## src/rtl/imu_pkt_pkg.sv

```systemverilog
// Shared constants, state encoding and byte-extraction helper for the
// IMU sample packer.
package imu_pkt_pkg;

    localparam int          PKT_LEN   = 24;
    localparam logic [4:0]  IDX_SEQ   = 5'd2;
    localparam logic [4:0]  IDX_DATA0 = 5'd3;
    localparam logic [4:0]  IDX_CSUM  = 5'(PKT_LEN - 1);

    localparam logic [7:0]  SYNC0_DEF = 8'hA5;
    localparam logic [7:0]  SYNC1_DEF = 8'h5A;

    typedef enum logic {
        IDLE = 1'b0,
        SEND = 1'b1
    } state_t;

    // Returns data byte (idx - IDX_DATA0) of the snapshot. The snapshot holds
    // ACCEL_X in its top 16 bits down to HM_Z in its bottom 16 bits, so byte k
    // (high byte first) sits at bits [159-8k -: 8].
    function automatic logic [7:0] snap_byte(input logic [159:0] snap,
                                             input logic [4:0]   idx);
        logic [4:0]   k;
        logic [159:0] sh;
        k  = idx - IDX_DATA0;
        sh = snap << {k, 3'b000};
        return sh[159:152];
    endfunction

endpackage

```

## src/rtl/imu_sample_packer.sv

```systemverilog
// Snapshots the ten 16-bit IMU words on SAMPLE_STB and streams them as a
// 24-byte framed packet (sync, sequence, data, checksum) over valid/ready.
module imu_sample_packer
    import imu_pkt_pkg::*;
#(
    parameter logic [7:0] SYNC0 = SYNC0_DEF,
    parameter logic [7:0] SYNC1 = SYNC1_DEF
) (
    input  logic        CLK_50,
    input  logic        RESET,
    input  logic        SAMPLE_STB,
    input  logic [15:0] ACCEL_XOUT,
    input  logic [15:0] ACCEL_YOUT,
    input  logic [15:0] ACCEL_ZOUT,
    input  logic [15:0] TEMP_OUT,
    input  logic [15:0] GYRO_XOUT,
    input  logic [15:0] GYRO_YOUT,
    input  logic [15:0] GYRO_ZOUT,
    input  logic [15:0] HM_XOUT,
    input  logic [15:0] HM_YOUT,
    input  logic [15:0] HM_ZOUT,
    output logic [7:0]  TX_DATA,
    output logic        TX_VALID,
    input  logic        TX_READY,
    output logic        BUSY,
    output logic [7:0]  SEQ,
    output logic [15:0] DROP_CNT
);

    state_t         state_q,   state_d;
    logic [4:0]     bidx_q,    bidx_d;
    logic [7:0]     acc_q,     acc_d;
    logic [159:0]   snap_q,    snap_d;
    logic [7:0]     pkt_seq_q, pkt_seq_d;
    logic [7:0]     seq_q,     seq_d;
    logic [15:0]    drop_q,    drop_d;
    logic [7:0]     tx_data_q, tx_data_d;

    logic           xfer_s;
    logic [7:0]     cur_byte_s;
    logic [159:0]   inputs_s;

    // Byte mux: packet byte at position idx given snapshot, sequence and checksum.
    function automatic logic [7:0] pkt_byte(input logic [4:0]   idx,
                                            input logic [159:0] snap,
                                            input logic [7:0]   seq,
                                            input logic [7:0]   acc);
        logic [7:0] b;
        case (idx)
            5'd0:     b = SYNC0;
            5'd1:     b = SYNC1;
            IDX_SEQ:  b = seq;
            IDX_CSUM: b = acc;
            default:  b = snap_byte(snap, idx);
        endcase
        return b;
    endfunction

    assign inputs_s = {ACCEL_XOUT, ACCEL_YOUT, ACCEL_ZOUT, TEMP_OUT,
                       GYRO_XOUT,  GYRO_YOUT,  GYRO_ZOUT,
                       HM_XOUT,    HM_YOUT,    HM_ZOUT};

    // Next-state logic: packet sequencing, checksum accumulation, drop counting.
    always_comb begin
        state_d    = state_q;
        bidx_d     = bidx_q;
        acc_d      = acc_q;
        snap_d     = snap_q;
        pkt_seq_d  = pkt_seq_q;
        seq_d      = seq_q;
        drop_d     = drop_q;
        xfer_s     = (state_q == SEND) && TX_READY;
        cur_byte_s = pkt_byte(bidx_q, snap_q, pkt_seq_q, acc_q);

        case (state_q)
            IDLE: begin
                if (SAMPLE_STB) begin
                    snap_d    = inputs_s;
                    pkt_seq_d = seq_q;
                    acc_d     = 8'h00;
                    bidx_d    = 5'd0;
                    state_d   = SEND;
                end else begin
                    state_d   = IDLE;
                end
            end
            SEND: begin
                if (xfer_s && (bidx_q == IDX_CSUM)) begin
                    seq_d = seq_q + 8'd1;
                    if (SAMPLE_STB) begin
                        // Back-to-back: new packet starts without an idle gap.
                        snap_d    = inputs_s;
                        pkt_seq_d = seq_q + 8'd1;
                        acc_d     = 8'h00;
                        bidx_d    = 5'd0;
                    end else begin
                        bidx_d    = 5'd0;
                        state_d   = IDLE;
                    end
                end else begin
                    if (xfer_s) begin
                        // Sync bytes (0,1) are not part of the checksum.
                        if (bidx_q >= IDX_SEQ) begin
                            acc_d = acc_q + cur_byte_s;
                        end else begin
                            acc_d = acc_q;
                        end
                        bidx_d = bidx_q + 5'd1;
                    end else begin
                        bidx_d = bidx_q;
                    end
                    if (SAMPLE_STB) begin
                        drop_d = (drop_q == 16'hFFFF) ? drop_q : (drop_q + 16'd1);
                    end else begin
                        drop_d = drop_q;
                    end
                end
            end
            default: begin
                state_d = IDLE;
                bidx_d  = 5'd0;
            end
        endcase

        // Output byte is registered, so precompute it from the next state;
        // this also makes the checksum byte include byte 22.
        if (state_d == SEND) begin
            tx_data_d = pkt_byte(bidx_d, snap_d, pkt_seq_d, acc_d);
        end else begin
            tx_data_d = 8'h00;
        end
    end

    // State and datapath registers with synchronous reset.
    always_ff @(posedge CLK_50) begin
        if (RESET) begin
            state_q   <= IDLE;
            bidx_q    <= 5'd0;
            acc_q     <= 8'h00;
            snap_q    <= 160'd0;
            pkt_seq_q <= 8'h00;
            seq_q     <= 8'h00;
            drop_q    <= 16'h0000;
            tx_data_q <= 8'h00;
        end else begin
            state_q   <= state_d;
            bidx_q    <= bidx_d;
            acc_q     <= acc_d;
            snap_q    <= snap_d;
            pkt_seq_q <= pkt_seq_d;
            seq_q     <= seq_d;
            drop_q    <= drop_d;
            tx_data_q <= tx_data_d;
        end
    end

    assign TX_VALID = (state_q == SEND);
    assign BUSY     = (state_q == SEND);
    assign TX_DATA  = tx_data_q;
    assign SEQ      = seq_q;
    assign DROP_CNT = drop_q;

endmodule

```

## config.mk

```make
export PLATFORM = sky130hd
export DESIGN_NAME = imu_sample_packer
export DESIGN_NICKNAME = d
export VERILOG_FILES = /design/src/rtl/imu_pkt_pkg.sv /design/src/rtl/imu_sample_packer.sv
export SDC_FILE = /design/constraint.sdc
export NUM_CORES = 1
export LEC_CHECK = 0
export ABC_AREA = 1
export CAP_MARGIN = 20
export CORE_UTILIZATION = 35
export DETAILED_ROUTE_END_ITERATION = 10
export PLACE_DENSITY_LB_ADDON = 0.3
export SYNTH_ARGS = -nofsm -noshare
export SYNTH_HDL_FRONTEND = slang
export SYNTH_SLANG_ARGS = --single-unit
```

## constraint.sdc

```tcl
create_clock -name CLK_50 -period 4.45 [get_ports CLK_50]
set_input_delay 0.6675 -clock CLK_50 [delete_from_list [all_inputs] [get_ports CLK_50]]
set_output_delay 0.6675 -clock CLK_50 [all_outputs]
set_load 0.005 [all_outputs]
```

Word level (Yosys, flattened, before mapping)
Cells that the tools add are included.
{"block": "totals", "reg_bits": 214, "wordCells": 56, "input_bits": 164, "out_inout_bits": 34}
{"block": "classes", "bitwise_logic": 4, "reduce_logical": 7, "mux": 21, "addsub": 6, "n_shift": 2, "magnitude_cmp": 1, "n_eq_ne": 7}
{"operator": "160-bit two-way mux", "n": 2}
{"operator": "160-bit one-hot mux with 2 select lines", "n": 1}
{"operator": "160-bit by 8-bit << shifter with 160-bit output", "n": 2}
{"operator": "8-bit one-hot mux with 4 select lines", "n": 2}
{"operator": "8-bit two-way mux", "n": 7}
{"operator": "8-bit one-hot mux with 2 select lines", "n": 2}
{"operator": "16-bit by 1-bit adder with 16-bit output (second input constant)", "n": 1}
{"operator": "16-bit == test (second input constant)", "n": 1}
{"operator": "5-bit two-way mux", "n": 3}
{"operator": "5-bit by 1-bit == test with 1-bit output (second input constant)", "n": 2}
{"operator": "5-bit by 2-bit == test with 1-bit output (second input constant)", "n": 2}
{"operator": "5-bit == test (second input constant)", "n": 2}
{"operator": "5-bit logical NOT", "n": 2}
{"operator": "5-bit one-hot mux with 2 select lines", "n": 1}
{"operator": "5-bit by 2-bit subtractor with 5-bit output (second input constant)", "n": 2}
{"operator": "8-bit by 1-bit adder with 8-bit output (second input constant)", "n": 1}
{"operator": "8-bit adder", "n": 1}
{"operator": "5-bit by 1-bit adder with 5-bit output (second input constant)", "n": 1}
{"operator": "5-bit by 2-bit >= comparator with 1-bit output (second input constant)", "n": 1}
{"operator": "1-bit NOT", "n": 4}
{"operator": "4-bit AND reduction", "n": 1}
{"operator": "1-bit logical AND", "n": 2}
{"operator": "1-bit two-way mux", "n": 2}
{"operator": "1-bit one-hot mux with 2 select lines", "n": 1}
{"operator": "other kinds (2)", "n": 2}

Longest topological paths before layout
Gate-level depths: netlist of the first run.
{"block": "logic_depth", "ltp_word": 9, "depth_mapped": 28, "ltp_nobuf": 24}

Least setup slack after synthesis of the first run
Ideal clock, no wire load.
{"block": "synth_timing", "kind": "reg2reg", "startpoint": "register bidx_q[0]", "endpoint": "register tx_data_q[6] (netlist: TX_DATA[6])", "path_stages_with_launch": 29, "synth_period_minus_slack_ns": 4.154, "path_buffers": 5, "t_required_ns": 4.380, "arrival_time_ns": 4.085, "setup_ns": 0.070, "path_slack_ns": 0.296, "path_cell_list": "dfxtp_1 > buf_4 > inv_2 > clkbuf_1 > clkbuf_1 > ha_1 > inv_1 > clkbuf_1 > clkbuf_1 > a21oi_1 > o21ai_0 > nand3_1 > o311ai_0 > nand3_1 > a32oi_1 > ha_1 > inv_1 > fa_1 > inv_1 > nand4_1 > nand3_1 > a21oi_1 > o21ai_0 > o211ai_1 > nand2_1 > nand2_1 > nand3_1 > nand2_1 > a21oi_1"}
{"block": "synth_via", "elab_chain_cells": 9, "elab_cells_between_ends": 34, "cone_classes": "4 x add/sub; 1 x order compare; 6 x eq/ne; 2 x shift; 16 x mux; 1 x bitwise; 4 x reduce/logical"}
{"item": "start, declared", "line": "imu_sample_packer.sv:31", "rtl": "logic [4:0] bidx_q, bidx_d;"}
{"item": "start signal, assigned", "line": "imu_sample_packer.sv:147", "rtl": "bidx_q <= bidx_d;"}
{"item": "5-bit by 2-bit subtractor with 5-bit output", "line": "imu_pkt_pkg.sv:25", "rtl": "k = idx - IDX_DATA0;"}
{"item": "160-bit by 8-bit << shifter with 160-bit output", "line": "imu_pkt_pkg.sv:26", "rtl": "sh = snap << {k, 3'b000};"}
{"item": "8-bit one-hot mux with 4 select lines", "line": "imu_sample_packer.sv:49", "rtl": "case (idx)"}
{"item": "8-bit adder", "line": "imu_sample_packer.sv:104", "rtl": "acc_d = acc_q + cur_byte_s;"}
{"item": "8-bit two-way mux", "line": "imu_sample_packer.sv:103", "rtl": "if (bidx_q >= IDX_SEQ) begin"}
{"item": "8-bit two-way mux", "line": "imu_sample_packer.sv:101", "rtl": "if (xfer_s) begin"}
{"item": "8-bit two-way mux", "line": "imu_sample_packer.sv:88", "rtl": "if (xfer_s && (bidx_q == IDX_CSUM)) begin"}
{"item": "8-bit one-hot mux with 2 select lines", "line": "imu_sample_packer.sv:75", "rtl": "case (state_q)"}
{"item": "8-bit one-hot mux with 4 select lines", "line": "imu_sample_packer.sv:49"}
{"item": "end signal, assigned", "line": "imu_sample_packer.sv:153", "rtl": "tx_data_q <= tx_data_d;"}
{"item": "end, declared", "line": "imu_sample_packer.sv:37", "rtl": "logic [7:0] tx_data_q, tx_data_d;"}
Parallel ways exist; a longest one is shown, timed or not.
A chain may end at the register's enable or synchronous reset.

Worst setup path after layout of the first run
{"block": "layout_timing", "startpoint": "register bidx_q[1]", "endpoint": "register tx_data_q[5] (netlist: TX_DATA[5])"}
The elaborated chain is that of the path after synthesis.

==> flow_metrics.env, run 1 <==
export IMPL_outcome="complete, no violations"
export IMPL_synth_area_mm2=0.0124
export IMPL_nFillCells=3599
export IMPL_gp_congestion=0.995
export IMPL_fin_crit_sh_pct=89.3
export IMPL_cts_tree="done"
export IMPL_fin_ws_ns=0.474
export IMPL_htreeDepth=1
export IMPL_die_y_um=191
export IMPL_dieArea_mm2=0.0363
export IMPL_grt_max_degree=111
export IMPL_ios=198
export IMPL_drtIter0Drc=1249
export IMPL_drcViolationCount=0
export IMPL_post_place_ws_ns=0.421
export IMPL_antenna_found_initial=0
export IMPL_areaGrowthSynthToFinish_pct=25.7
export IMPL_p_int_mw=3.70
export IMPL_seq_power_share_pct=39.6
export IMPL_min_period_ns=3.98
export IMPL_critPathCaptureType="flip-flop"
export IMPL_p_switching_mw=1.60
export IMPL_place_detailed_hpwl_um=32500
export IMPL_crit_fanout=6
export IMPL_grtUsageTotal_pct=25.2
export IMPL_cts_buffers=26
export IMPL_wl_um=46400
export IMPL_synth_cells=1965
export IMPL_synthesis_nets=2148
export IMPL_yosysWarningCount=0
export IMPL_ctsHoldBuffers=0
export IMPL_coreArea_mm2=0.0348
export IMPL_slew_violations=0
export IMPL_final_cell_mix="nand2_1, nor2_1, o21ai_0, inv_1, dfxtp_1"
export IMPL_setup_tns_ns=0
export IMPL_grt_pass1_vias=12900
export IMPL_drive_gt1_share_pct=5.52
export IMPL_hold_path_class="reg -> reg"
export IMPL_synth_ff_type="dfxtp_1"
export IMPL_power_density_mw_per_mm2=339
export IMPL_synth_distinct_cells=50
export IMPL_cts_buffer_depth=3
export IMPL_numPortBuffers=197
export IMPL_ys_seq_area_share_pct=34.4
export IMPL_worstSetupPathType="reg -> reg"
export IMPL_slew_headroom_pct=35.3
export IMPL_clk_pin_slew_ns=0.06
export IMPL_drt_antenna_violating_nets=0
export IMPL_synth_area_per_cell_um2=6.33
export IMPL_viasPerCell=5.30
export IMPL_combPwrFrac_pct=20.3
export IMPL_rsz0062_at_grt="no"
export IMPL_synthArstFlopShare_pct=0
export IMPL_initial_core_util_pct=35.8
export IMPL_whs_ns=0.488
export IMPL_final_cells=2575
export IMPL_fmax_mhz=252
export IMPL_cts_root_buf="clkbuf_16"
export IMPL_arrival_ns=4.44
export IMPL_skew_ns=0.0217
export IMPL_pwr_share_clk_pct=40.1
export IMPL_nNetsFinal=2287
export IMPL_antennaDiodeCount=0
export IMPL_crit_path_start_kind="flip-flop"
export IMPL_worstMarginPinSlew_ns=0.970
export IMPL_die_w_um=191
export IMPL_peakVddDrop_uv=267
export IMPL_num_vias=13600
export IMPL_synth_edff_count=0
export IMPL_required_ns=4.91
export IMPL_hold_viol_final=0
export IMPL_placed_cells=2529
export IMPL_grt_pass1_wl_um=71600
export IMPL_drt_pass1_iterations=7
export IMPL_synth_seq_cells=214
export IMPL_setup_viol=0
export IMPL_rows=68
export IMPL_p_leak_nw=6.68
export IMPL_grt_overflow_total=0
export IMPL_routed_wire_length_per_instance_um=18.0
export IMPL_mostFrequentLayoutCell="nand2_1"
export IMPL_swShare_pct=30.2
export IMPL_clock_sinks=214
export IMPL_maxCapViolations=0
export IMPL_insertion_delay_ns=0.55
-- per-layer routing --
layer  GRT usage [%]  vias up  wire (um)
met5               0        -          0
met4            8.46        0       1600
met3            3.97      104       4210
met2            40.7      645      20900
met1            33.9     6230      19700
li1                -     6665          -
-- synthesized netlist by cell type, types with 3 or more instances --
cell | count | share of area (%)
inv_2 | 11 | 0.33
o21a_1 | 4 | 0.24
buf_2 | 37 | 1.5
a31oi_1 | 4 | 0.20
o211ai_1 | 13 | 0.78
o21ai_1 | 10 | 0.40
ha_1 | 18 | 1.8
a211oi_1 | 8 | 0.48
xnor2_1 | 3 | 0.21
xor2_1 | 9 | 0.63
nand2_1 | 389 | 12
nor2_4 | 3 | 0.27
o21ai_0 | 243 | 9.8
mux2i_1 | 7 | 0.56
o311ai_0 | 12 | 0.84
a21oi_1 | 137 | 5.5
nand2_2 | 4 | 0.20
a32oi_1 | 3 | 0.21
nor2_1 | 259 | 7.8
o22ai_1 | 11 | 0.55
nor2_2 | 3 | 0.15
buf_1 | 8 | 0.24
inv_1 | 235 | 7.1
nand3_1 | 199 | 8.0
nand4_1 | 5 | 0.25
dfxtp_1 | 214 | 34
nand3_2 | 5 | 0.40
nor3_1 | 11 | 0.44
clkbuf_1 | 69 | 2.1
buf_4 | 4 | 0.24
-- sequential cells by signal, indices dropped and copies added, names as in the netlist --
signal / cells
acc_q: 8
pkt_seq_q: 8
SEQ: 8
TX_DATA: 8
BUSY: 1
DROP_CNT: 16
snap_q: 160
bidx_q: 5
-- power by group through the flow --
stage          Clock (mW)  Sequential (mW)  Combinational, mW
2_1_floorplan           0             2.11              0.652
3_3_place_gp            0             2.13               1.05
3_5_place_dp            0             2.14               1.06
4_1_cts              2.15             2.10               1.07
5_1_grt              2.23             2.11               1.20
6_report             2.13             2.10               1.08
-- through the flow --
stage	total power [mW]	instance area, um^2	utilization, %
2_1_floorplan	2.77	12400	-
4_1_cts	5.31	15600	44.9
6_report	5.30	15600	44.9
3_3_place_gp	3.19	14800	42.5
5_1_grt	5.53	15600	44.9
3_5_place_dp	3.19	14800	42.5
-- path summary, 6_finish.rpt --
kind	slack (ns)	cells past startpoint	start	endpoint
hold reg to reg	0.49	2	snap_q[158]	snap_q[158]
hold / removal	0.49	2	snap_q[158]	snap_q[158]
setup / recovery	0.47	25	bidx_q[1]	TX_DATA[5]
setup reg to reg	0.47	25	bidx_q[1]	TX_DATA[5]
-- critical path, stage by stage, from the launching register on --
cell,delay [ns]
dfxtp_1,0.42
inv_1,0.11
ha_1,0.43
clkinvlp_4,0.15
buf_4,0.17
buf_4,0.15
a21oi_1,0.09
o21ai_0,0.11
nand3_1,0.19
o311ai_0,0.15
nand3_1,0.16
a22oi_1,0.11
ha_1,0.35
a21oi_1,0.16
nand2_1,0.14
nand2_1,0.09
nand2_1,0.05
a21oi_1,0.17
nor2_1,0.06
nor2_1,0.08
nand2_1,0.06
o21ai_0,0.12
nand2_1,0.08
o21ai_0,0.07
o21ai_0,0.09
a21oi_1,0.16
-- what timing repair did --
action	in CTS	in global routing
resized for setup	0	2
setup endpoints to repair	0	2
setup buffers	0	2
-- final cells by class --
class | count | area (um^2) | share of cell area [%]
flip-flops and latches | 214 | 4290 | 27.4
well taps | 455 | 569 | 3.64
repair buffers | 231 | 2300 | 14.7
clock inverters | 9 | 106 | 0.680
inverters | 247 | 931 | 5.95
multi-input cells | 1384 | 6720 | 43.0
clock buffers | 35 | 724 | 4.63
-- kinds of logic (layout without fill, tap and decap cells) --
kind of cell / after synthesis / count (layout) / synth area share, %
AOI/OAI and AO/OA: 456 / 456 / 19.9
DFF: 214 / 214 / 34.4
adders and majority gates: 19 / 19 / 1.97
xor gates and xnor gates: 15 / 15 / 1.42
muxes: 7 / 7 / 0.563
buffers and inverters: 367 / 522 / 11.7
and+or+nand+nor: 887 / 887 / 30.0
Power figures use the tool's default switching activity.
==> run 2, diff against run 1 <==
--- a/config.mk
+++ b/config.mk
@@ -10,6 +10,7 @@
 export CORE_UTILIZATION = 35
 export DETAILED_ROUTE_END_ITERATION = 10
 export PLACE_DENSITY_LB_ADDON = 0.3
+export RECOVER_POWER = 25
 export SYNTH_ARGS = -nofsm -noshare
 export SYNTH_HDL_FRONTEND = slang
 export SYNTH_SLANG_ARGS = --single-unit
==> flow_metrics.env, run 2 (synthesis results as in run 1) <==
export IMPL_outcome="finished, violations left"
export IMPL_violations="capacitance limit, slew limit"
export IMPL_gp_congestion=0.995
export IMPL_post_place_ws_ns=0.421
export IMPL_cts_root_buf="clkbuf_16"
export IMPL_r2r_start="bidx_q[1]"
export IMPL_dieArea_mm2=0.0363
export IMPL_crit_fanout=6
export IMPL_hold_path_class="reg -> reg"
export IMPL_largest_register="snap_q"
export IMPL_setup_tns_ns=0
export IMPL_grt_overflow_total=0
export IMPL_maxCapViolations=2
export IMPL_whs_ns=0.491
export IMPL_routed_wire_length_per_instance_um=18.0
export IMPL_wl_met3_um=3840
export IMPL_required_ns=4.91
export IMPL_cts_tree="done"
export IMPL_power_density_mw_per_mm2=339
export IMPL_clk_pin_slew_ns=0.06
export IMPL_antenna_found_initial=1
export IMPL_mostFrequentLayoutCell="nand2_1"
export IMPL_setup_viol=0
export IMPL_insertion_delay_ns=0.55
export IMPL_rsz0062_at_grt="no"
export IMPL_skew_ns=0.0225
export IMPL_crit_path_start_kind="flip-flop"
export IMPL_wl_um=46400
export IMPL_worstSetupPathType="reg -> reg"
export IMPL_final_cell_mix="nand2_1, nor2_1, o21ai_0, inv_1, dfxtp_1"
export IMPL_reg2reg_depth=25
export IMPL_highest_layer="met4"
export IMPL_fin_ws_ns=0.464
export IMPL_fmax_mhz=251
export IMPL_min_path_cells=2
export IMPL_viasPerCell=5.29
export IMPL_nFillCells=3605
export IMPL_numPortBuffers=197
export IMPL_areaGrowthSynthToFinish_pct=25.5
export IMPL_met1_length_um=20200
export IMPL_drt_antenna_violating_nets=0
export IMPL_reg2reg_to="TX_DATA[5]"
export IMPL_cts_buffer_depth=3
export IMPL_die_w_um=191
export IMPL_num_vias=13600
export IMPL_nNetsFinal=2287
export IMPL_wl_met2_um=20900
export IMPL_drt_pass1_iterations=5
export IMPL_peakVddDrop_uv=268
export IMPL_hp_start="snap_q[153]"
export IMPL_p_leak_nw=6.77
export IMPL_critPathCaptureType="flip-flop"
export IMPL_ctsHoldBuffers=0
export IMPL_grt_max_degree=111
export IMPL_cts_buffers=26
export IMPL_antennaDiodeCount=0
export IMPL_largest_reg_flops=160
export IMPL_htreeDepth=1
export IMPL_ios=198
export IMPL_grt_pass1_vias=12900
export IMPL_slew_violations=196
export IMPL_initial_core_util_pct=35.8
export IMPL_rrSetupSlack_ns=0.46
export IMPL_grt_pass1_wl_um=71600
export IMPL_drive_gt1_share_pct=5.38
export IMPL_place_detailed_hpwl_um=32500
export IMPL_fin_crit_sh_pct=89.6
export IMPL_holdPathEnd="snap_q[153]"
export IMPL_worstMarginPinSlew_ns=2.48
export IMPL_die_y_um=191
export IMPL_arrival_ns=4.45
export IMPL_slew_headroom_pct=-65.5
export IMPL_drtIter0Drc=1259
export IMPL_min_period_ns=3.99
export IMPL_rows=68
export IMPL_coreArea_mm2=0.0348
export IMPL_grtUsageTotal_pct=25.2
export IMPL_hold_viol_final=0
export IMPL_clock_sinks=214
export IMPL_drcViolationCount=0
## run 2: critical path: stages (launching register included)
cell and delay (ns):
dfxtp_1 0.42, inv_1 0.11, ha_1 0.43, clkinvlp_4 0.15
buf_4 0.17, buf_4 0.15, a21oi_1 0.09, o21ai_0 0.11
nand3_1 0.19, o311ai_0 0.15, nand3_1 0.16, a22oi_1 0.11
ha_1 0.36, a21oi_1 0.16, nand2_1 0.14, nand2_1 0.09
nand2_1 0.05, a21oi_1 0.17, nor2_1 0.06, nor2_1 0.08
nand2_1 0.06, o21ai_0 0.11, nand2_1 0.08, o21ai_0 0.07
o21ai_0 0.09, a21oi_1 0.16
## run 2: power breakdown
group / internal [mW] / switching [mW] / total (mW) / leakage [nW]
combinational: 0.411 / 0.661 / 1.07 / 4.60
sequential: 2.04 / 0.0600 / 2.10 / 1.76
clock: 1.25 / 0.874 / 2.12 / 0.414
total: 3.70 / 1.60 / 5.29 / 6.77
## run 2: layer usage
metal | GRT usage (%) | up-vias
met2 | 40.7 | 589
met1 | 33.9 | 6288
met3 | 3.97 | 89
met4 | 8.46 | 0
li1 | - | 6652
met5 | 0 | -
## run 2: worst max path at each step
stage / to / from / cells past startpoint
after floorplan: TX_DATA[6] / bidx_q[0] / 28
after global placement: TX_DATA[4] / TX_READY / 17
after detailed placement: TX_DATA[4] / TX_READY / 17
after CTS: TX_DATA[6] / bidx_q[1] / 23
after global routing: TX_DATA[5] / bidx_q[1] / 22
final: TX_DATA[5] / bidx_q[1] / 25
## run 2: what timing repair did
action | in CTS | in global routing
gates resized for setup | 0 | 2
buffers inserted | 0 | 2
endpoints found under the setup margin | 0 | 2
## run 2: area by class of cell
class | count | area [um^2] | area share [%]
clock buffers | 35 | 724 | 4.64
clock inverters | 9 | 106 | 0.681
inverters | 247 | 931 | 5.96
multi-input cells | 1384 | 6710 | 43.0
flip-flops and latches | 214 | 4290 | 27.5
well taps | 455 | 569 | 3.65
repair buffers | 231 | 2290 | 14.6
## run 2: per-stage QoR
stage	power, mW	utilization [%]	instance area, um^2	cells
3_5_place_dp	3.19	42.5	14800	2529
2_1_floorplan	2.77	-	12400	1965
4_1_cts	5.31	44.9	15600	2573
5_1_grt	5.53	44.9	15600	2575
3_3_place_gp	3.19	42.5	14800	2529
6_report	5.29	44.9	15600	2575
